### src/rtl/fb_pixel_sink.sv
// Pixel-write sink: clips beats to the screen, converts them to linear framebuffer addresses, drops repeated pixels, and queues them for a granted RAM port.
// Latency: 2 cycles from wr_valid to fb_we when the FIFO is empty; one pixel per clock while fb_grant is held high.
// Backpressure: the input cannot stall; when the FIFO is full and nothing pops, the pixel is dropped and overflow is set until cleared.
module fb_pixel_sink #(
    parameter int FIFO_DEPTH = 16,
    parameter int COLOR_W    = 3,
    parameter int VGA_WIDTH  = 160,
    parameter int VGA_HEIGHT = 120
) (
    input  logic               clk,
    input  logic               rst_n,
    input  logic               wr_valid,
    input  logic [7:0]         write_x_pos,
    input  logic [6:0]         write_y_pos,
    input  logic [COLOR_W-1:0] pixel_color,
    output logic               fb_we,
    output logic [14:0]        fb_addr,
    output logic [COLOR_W-1:0] fb_wdata,
    input  logic               fb_grant,
    input  logic               clr_status,
    output logic               busy,
    output logic               overflow,
    output logic [15:0]        clipped_count
);
    localparam int AW = $clog2(FIFO_DEPTH);
    localparam int EW = 15 + COLOR_W;

    logic               s1_valid_q, s1_valid_d;
    logic               s1_clip_q, s1_clip_d;
    logic [14:0]        s1_addr_q, s1_addr_d;
    logic [COLOR_W-1:0] s1_color_q, s1_color_d;
    logic               last_valid_q, last_valid_d;
    logic [EW-1:0]      last_ent_q, last_ent_d;
    logic [AW:0]        wr_ptr_q, wr_ptr_d, rd_ptr_q, rd_ptr_d;
    logic               overflow_q, overflow_d;
    logic [15:0]        clip_cnt_q, clip_cnt_d;
    logic [EW-1:0]      mem [FIFO_DEPTH];

    logic               in_bounds, empty, full, pop, dup, cand, push, lost;
    logic [14:0]        y_ext, beat_addr;
    logic [EW-1:0]      s1_ent, head;

    always_comb begin
        in_bounds = (32'(write_x_pos) < 32'(VGA_WIDTH)) && (32'(write_y_pos) < 32'(VGA_HEIGHT));
        y_ext     = {8'd0, write_y_pos};
        // y*160 as two shifts; cannot overflow 15 bits for on-screen rows
        beat_addr = (y_ext << 7) + (y_ext << 5) + {7'd0, write_x_pos};

        empty  = (wr_ptr_q == rd_ptr_q);
        full   = (wr_ptr_q[AW] != rd_ptr_q[AW]) && (wr_ptr_q[AW-1:0] == rd_ptr_q[AW-1:0]);
        pop    = !empty && fb_grant;
        s1_ent = {s1_addr_q, s1_color_q};
        dup    = last_valid_q && (s1_ent == last_ent_q);
        cand   = s1_valid_q && !dup;
        push   = cand && (!full || pop);
        lost   = cand && !push;
        head   = mem[rd_ptr_q[AW-1:0]];

        s1_valid_d   = wr_valid && in_bounds;
        s1_clip_d    = wr_valid && !in_bounds;
        s1_addr_d    = wr_valid ? beat_addr : s1_addr_q;
        s1_color_d   = wr_valid ? pixel_color : s1_color_q;
        last_valid_d = last_valid_q || push;
        last_ent_d   = push ? s1_ent : last_ent_q;
        wr_ptr_d     = push ? wr_ptr_q + 1'b1 : wr_ptr_q;
        rd_ptr_d     = pop ? rd_ptr_q + 1'b1 : rd_ptr_q;

        overflow_d = overflow_q;
        clip_cnt_d = clip_cnt_q;
        // a clear in the same cycle wins over a new clip or loss event
        if (clr_status) begin
            overflow_d = 1'b0;
            clip_cnt_d = '0;
        end else begin
            if (lost)
                overflow_d = 1'b1;
            if (s1_clip_q && clip_cnt_q != 16'hFFFF)
                clip_cnt_d = clip_cnt_q + 16'd1;
        end
    end

    always_ff @(posedge clk or negedge rst_n) begin
        if (!rst_n) begin
            s1_valid_q   <= 1'b0;
            s1_clip_q    <= 1'b0;
            s1_addr_q    <= '0;
            s1_color_q   <= '0;
            last_valid_q <= 1'b0;
            last_ent_q   <= '0;
            wr_ptr_q     <= '0;
            rd_ptr_q     <= '0;
            overflow_q   <= 1'b0;
            clip_cnt_q   <= '0;
        end else begin
            s1_valid_q   <= s1_valid_d;
            s1_clip_q    <= s1_clip_d;
            s1_addr_q    <= s1_addr_d;
            s1_color_q   <= s1_color_d;
            last_valid_q <= last_valid_d;
            last_ent_q   <= last_ent_d;
            wr_ptr_q     <= wr_ptr_d;
            rd_ptr_q     <= rd_ptr_d;
            overflow_q   <= overflow_d;
            clip_cnt_q   <= clip_cnt_d;
        end
    end

    always_ff @(posedge clk) begin
        if (push)
            mem[wr_ptr_q[AW-1:0]] <= s1_ent;
    end

    // head is masked while empty so the port reads zero after reset
    assign fb_we         = !empty;
    assign fb_addr       = empty ? 15'd0 : head[COLOR_W +: 15];
    assign fb_wdata      = empty ? '0 : head[COLOR_W-1:0];
    assign busy          = s1_valid_q || !empty;
    assign overflow      = overflow_q;
    assign clipped_count = clip_cnt_q;
endmodule

### config.mk
export PLATFORM = sky130hd
export DESIGN_NAME = fb_pixel_sink
export DESIGN_NICKNAME = d
export VERILOG_FILES = /design/src/rtl/fb_pixel_sink.sv
export SDC_FILE = /design/constraint.sdc
export NUM_CORES = 1
export LEC_CHECK = 0
export CAP_MARGIN = 20
export CORE_UTILIZATION = 59
export DETAILED_ROUTE_END_ITERATION = 7
export HOLD_SLACK_MARGIN = 0.06
export PLACE_DENSITY = 0.88
export SLEW_MARGIN = 15
export SYNTH_ARGS = -nofsm -noshare
export SYNTH_HDL_FRONTEND = slang
export SYNTH_SLANG_ARGS = --single-unit
### constraint.sdc
create_clock -name clk -period 7.7 [get_ports clk]
set_clock_uncertainty 0.2 [all_clocks]
set_input_delay 1.54 -clock clk [delete_from_list [all_inputs] [get_ports clk]]
set_output_delay 1.54 -clock clk [all_outputs]
set_load 0.03 [all_outputs]
==> run_summary.xml <==
<?xml version="1.0" encoding="UTF-8"?>
<metrics>
  <group name="clock_network">
    <metric name="cts.reportedPaths.clkPinSlew" unit="ns">0.06</metric>
    <metric name="root_buffer" unit="">sky130_fd_sc_hd__clkbuf_16</metric>
    <metric name="cts-hold-fix-buffers" unit="">0</metric>
    <metric name="tritoncts" unit="">done</metric>
    <metric name="cts_post_setup_buffers_inserted" unit="">0</metric>
    <metric name="clkLatencyLatePin" unit="ns">0.52</metric>
    <metric name="cts.sinks" unit="">354</metric>
    <metric name="postCtsResizedCells" unit="">0</metric>
    <metric name="h-tree-depth" unit="">2</metric>
    <metric name="numCtsBuffers" unit="">35</metric>
    <metric name="clockBufferDepth" unit="">3</metric>
  </group>
  <group name="worst_setup_path">
    <metric name="cpPeakStageDelay" unit="ns">0.64</metric>
    <metric name="worstPathBufferInverterCount" unit="">3</metric>
    <metric name="crit_slowest_cell" unit="">sky130_fd_sc_hd__clkdlybuf4s50_1</metric>
    <metric name="crit_end" unit="">fb_addr[4]</metric>
    <metric name="cp-end-kind" unit="">primary output</metric>
    <metric name="rr_startpoint" unit="">s1_addr_q[1]$_DFFE_PN0P_</metric>
    <metric name="critical_path.reg2reg.endpoint" unit="">mem[9][1]$_DFFE_PP_</metric>
    <metric name="reg2reg_depth" unit="">5</metric>
    <metric name="timing.setup.critical_path_class" unit="">reg2out</metric>
    <metric name="cp_data_required_time" unit="ns">5.96</metric>
    <metric name="critical_path_start" unit="">rd_ptr_q[0]$_DFFE_PN0P_</metric>
    <metric name="cells_along_the_critical_path" unit="">buf_16 -&gt; buf_4 -&gt; mux4_2 -&gt; mux4_2 -&gt; nor2b_1 -&gt; clkdlybuf4s50_1</metric>
    <metric name="cp_top_family" unit="">buffers and inverters</metric>
    <metric name="critical_path_cell_count" unit="">6</metric>
    <metric name="critPathLaunchType" unit="">flop</metric>
    <metric name="timing.critical_path.mode_cell" unit="">sky130_fd_sc_hd__mux4_2</metric>
    <metric name="crit_fanout" unit="">39</metric>
    <metric name="worst_ep_arrival" unit="ns">4.00</metric>
    <metric name="reg2reg_setup_slack" unit="ns">3.96</metric>
  </group>
  <group name="logic_synthesis">
    <metric name="postSynth.asyncResetShare" unit="%">18.64</metric>
    <metric name="mappedNetlistArea" unit="µm²">14460</metric>
    <metric name="ys.flop_type" unit="">sky130_fd_sc_hd__edfxtp_1</metric>
    <metric name="synth_seq_cells" unit="">354</metric>
    <metric name="synth_top_cell_area_share" unit="%">59.79</metric>
    <metric name="post-synth-top-area-cell" unit="">sky130_fd_sc_hd__edfxtp_1</metric>
    <metric name="synth_top_cells_by_count" unit="">sky130_fd_sc_hd__edfxtp_1, sky130_fd_sc_hd__mux4_2, sky130_fd_sc_hd__dfrtp_1</metric>
    <metric name="post_synth_inst_count" unit="">733</metric>
    <metric name="yosysSeqAreaShare" unit="%">71.21</metric>
    <metric name="synth-edff-count" unit="">288</metric>
    <metric name="syn_area_per_cell" unit="µm²">19.73</metric>
    <metric name="post_synth_main_area_contributors" unit="">sky130_fd_sc_hd__edfxtp_1, sky130_fd_sc_hd__mux4_2, sky130_fd_sc_hd__dfrtp_1, sky130_fd_sc_hd__mux2_2, sky130_fd_sc_hd__ha_1</metric>
    <metric name="yosys.cell_types.count" unit="">51</metric>
    <metric name="synth.net_count" unit="">777</metric>
    <metric name="synth-warning-count" unit="">0</metric>
    <metric name="yosysMostFrequentCell" unit="">sky130_fd_sc_hd__edfxtp_1</metric>
  </group>
  <group name="finish">
    <metric name="fin_nets" unit="">858</metric>
    <metric name="final_cells" unit="">1157</metric>
    <metric name="flow.area_growth_from_synthesis" unit="%">15.07</metric>
    <metric name="share_of_layout_cells_above_drive_strength_1" unit="%">24.11</metric>
    <metric name="antennaDiodeCount" unit="">0</metric>
  </group>
  <group name="sta">
    <metric name="timing.slew.headroom" unit="%">20.08</metric>
    <metric name="hold_violations" unit="">0</metric>
    <metric name="unrepaired_setup_endpoints_after_global_routing" unit="">no</metric>
    <metric name="final_worst_path_cycle_share" unit="%">74.59</metric>
    <metric name="achievable-frequency" unit="GHz">0.1741</metric>
    <metric name="setup-tns-final" unit="ns">0</metric>
    <metric name="finalMaxSlewViolations" unit="">0</metric>
    <metric name="final_setup_viols" unit="">0</metric>
    <metric name="layout_min_cycle_time" unit="ns">5.743</metric>
    <metric name="worst_slew_pin_tran" unit="ns">1.199</metric>
  </group>
  <group name="power">
    <metric name="total_switching_power" unit="mW">1.821</metric>
    <metric name="p_seq_share" unit="%">41.0</metric>
    <metric name="leakagePower" unit="nW">5.723</metric>
    <metric name="irDropWorstVdd" unit="µV">197.5</metric>
    <metric name="clock_power_share" unit="%">28.8</metric>
    <metric name="p_comb_share" unit="%">30.2</metric>
    <metric name="power.switching_fraction" unit="%">29.83</metric>
    <metric name="powerDensity" unit="nW/µm²">366.8</metric>
    <metric name="cellInternalPower" unit="mW">4.283</metric>
  </group>
  <group name="placed_design">
    <metric name="hpwl" unit="µm">17180</metric>
    <metric name="gp_congestion" unit="">0.8469</metric>
    <metric name="port_buf_inserts" unit="">59</metric>
    <metric name="numPlacedInstances" unit="">1093</metric>
  </group>
  <group name="floorplanning">
    <metric name="initial_utilization" unit="%">60.89</metric>
    <metric name="die_width" unit="µm">158.6</metric>
    <metric name="die-area" unit="µm²">25140</metric>
    <metric name="die_h" unit="µm">158.6</metric>
    <metric name="io-pin-count" unit="">60</metric>
    <metric name="core_region_area" unit="µm²">23750</metric>
    <metric name="rows" unit="">56</metric>
  </group>
  <group name="detailed_routing">
    <metric name="final_antenna_net_count" unit="">0</metric>
    <metric name="dr.first_iter.drc_count" unit="">598</metric>
    <metric name="post-route-drc-count" unit="">0</metric>
    <metric name="wire_per_inst" unit="µm">27.87</metric>
    <metric name="total_vias_in_the_final_route" unit="">7430</metric>
    <metric name="drt_pre_antenna_iters" unit="">5</metric>
    <metric name="wl" unit="µm">32240</metric>
    <metric name="detail_route.vias_per_cell" unit="">6.422</metric>
  </group>
  <group name="global_route">
    <metric name="global_route_wire_length_before_repair" unit="µm">46890</metric>
    <metric name="grt_start_max_net_pins" unit="">76</metric>
    <metric name="grt_usage" unit="%">26.57</metric>
    <metric name="antenna_found_initial" unit="">0</metric>
    <metric name="first_global_vias" unit="">7780</metric>
    <metric name="total_overflow_reported_by_the_global_router" unit="">0</metric>
  </group>
  <group name="status">
    <metric name="status" unit="">finished clean</metric>
  </group>
  <group name="job">
    <metric name="cap_violations" unit="">0</metric>
  </group>
  <group name="min_path">
    <metric name="worstHoldPathType" unit="">reg2reg</metric>
  </group>
</metrics>
-- cells by family (layout without fill, tap and decap cells) --
kind of cell             Yosys count  count (layout)  share of synthesized area (%)
flip-flops                       354             354                          71.21
adder cells (fa/ha/maj)           21              21                          1.920
AND/OR/NAND/NOR                  121             121                          4.654
buffers and inverters             38             143                          1.297
multiplexers                     124             124                          16.64
XOR/XNOR                          44              44                          2.664
AO/OA/AOI/OAI                     31              31                          1.609
-- cells in the final DEF, fill, tap and decap left out, drive strengths merged, types with 3 or more instances in the layout --
master         count
nor2b             28
mux2              32
clkinv            12
o21ai              5
nand4             12
ha                19
xor2              18
nand3              5
bufinv             5
inv                6
edfxtp           288
nand2             12
a21oi              7
mux4              90
buf               18
nor3               6
nor2              24
clkbuf            44
dfrtp             66
and3              23
a21o               3
xnor2             26
clkdlybuf4s50     58
a31oi              3
-- layout make-up --
class / instances / area [µm²]
fill: 1372 / 7109
clock inverter: 17 / 210.2
timing repair buffer: 76 / 748.2
clock buffer: 44 / 972.2
tap: 319 / 399.1
inverter: 6 / 22.52
sequential: 354 / 10300
multi-input combinational: 341 / 3986
-- worst min path at each step --
| stage | startpoint | end | depth (start not counted) |
|---|---|---|---|
| floorplan | last_valid_q$_DFF_PN0_ | last_valid_q$_DFF_PN0_ | 1 |
| global placement | last_valid_q$_DFF_PN0_ | last_valid_q$_DFF_PN0_ | 1 |
| detailed placement | last_valid_q$_DFF_PN0_ | last_valid_q$_DFF_PN0_ | 1 |
| CTS | last_valid_q$_DFF_PN0_ | last_valid_q$_DFF_PN0_ | 1 |
| global route | last_valid_q$_DFF_PN0_ | last_valid_q$_DFF_PN0_ | 1 |
| finish | last_valid_q$_DFF_PN0_ | last_valid_q$_DFF_PN0_ | 1 |
-- state kept, by name (all words and copies together), names as in the netlist --
name	flops
mem	288
last_ent_q	18
clipped_count	16
s1_addr_q	15
rd_ptr_q	5
wr_ptr_q	5
s1_color_q	3
last_valid_q	1
overflow	1
s1_clip_q	1
s1_valid_q	1
-- power groups by stage --
stage          clock (mW)  combinational (mW)  sequential, mW
2_1_floorplan           0                1.33            2.44
3_3_place_gp            0                1.69            2.56
3_5_place_dp            0                1.74            2.59
4_1_cts              1.77                1.77            2.56
5_1_grt              1.84                1.95            2.52
6_report             1.76                1.85            2.50
-- metal layers --
| layer | GRT usage, % | wire [µm] | vias to the layer above |
|---|---|---|---|
| met2 | 45.84 | 16510 | 429 |
| met3 | 4.709 | 2829 | 82 |
| met5 | 0 | 0 | - |
| met1 | 33.52 | 11810 | 3813 |
| met4 | 10.85 | 1095 | 0 |
| li1 | - | - | 3106 |
-- through the flow --
| stage | utilization, % | cell area, µm² | hold WS (ns) | setup WS [ns] | power, mW |
|---|---|---|---|---|---|
| final | 70.07 | 16640 | 0.2788 | 1.957 | 6.104 |
| after global routing | 70.07 | 16640 | 0.2896 | 1.799 | 6.312 |
| after detailed placement | 64.84 | 15400 | 0.2609 | 2.223 | 4.332 |
| after global placement | 64.83 | 15400 | 0.2516 | 2.340 | 4.255 |
| after CTS | 69.82 | 16580 | 0.2779 | 1.639 | 6.098 |
| after floorplan | - | 14460 | 0.2392 | 3.441 | 3.770 |
-- worst register-to-register path, cell delays in order (launching register included) --
cell and delay [ns]:
sky130_fd_sc_hd__dfrtp_1 0.82, sky130_fd_sc_hd__xnor2_1 0.25, sky130_fd_sc_hd__nand4_1 0.18, sky130_fd_sc_hd__nor4_1 0.11
sky130_fd_sc_hd__a21boi_4 0.71, sky130_fd_sc_hd__and3_1 1.08
Power figures use the tool's default switching activity.
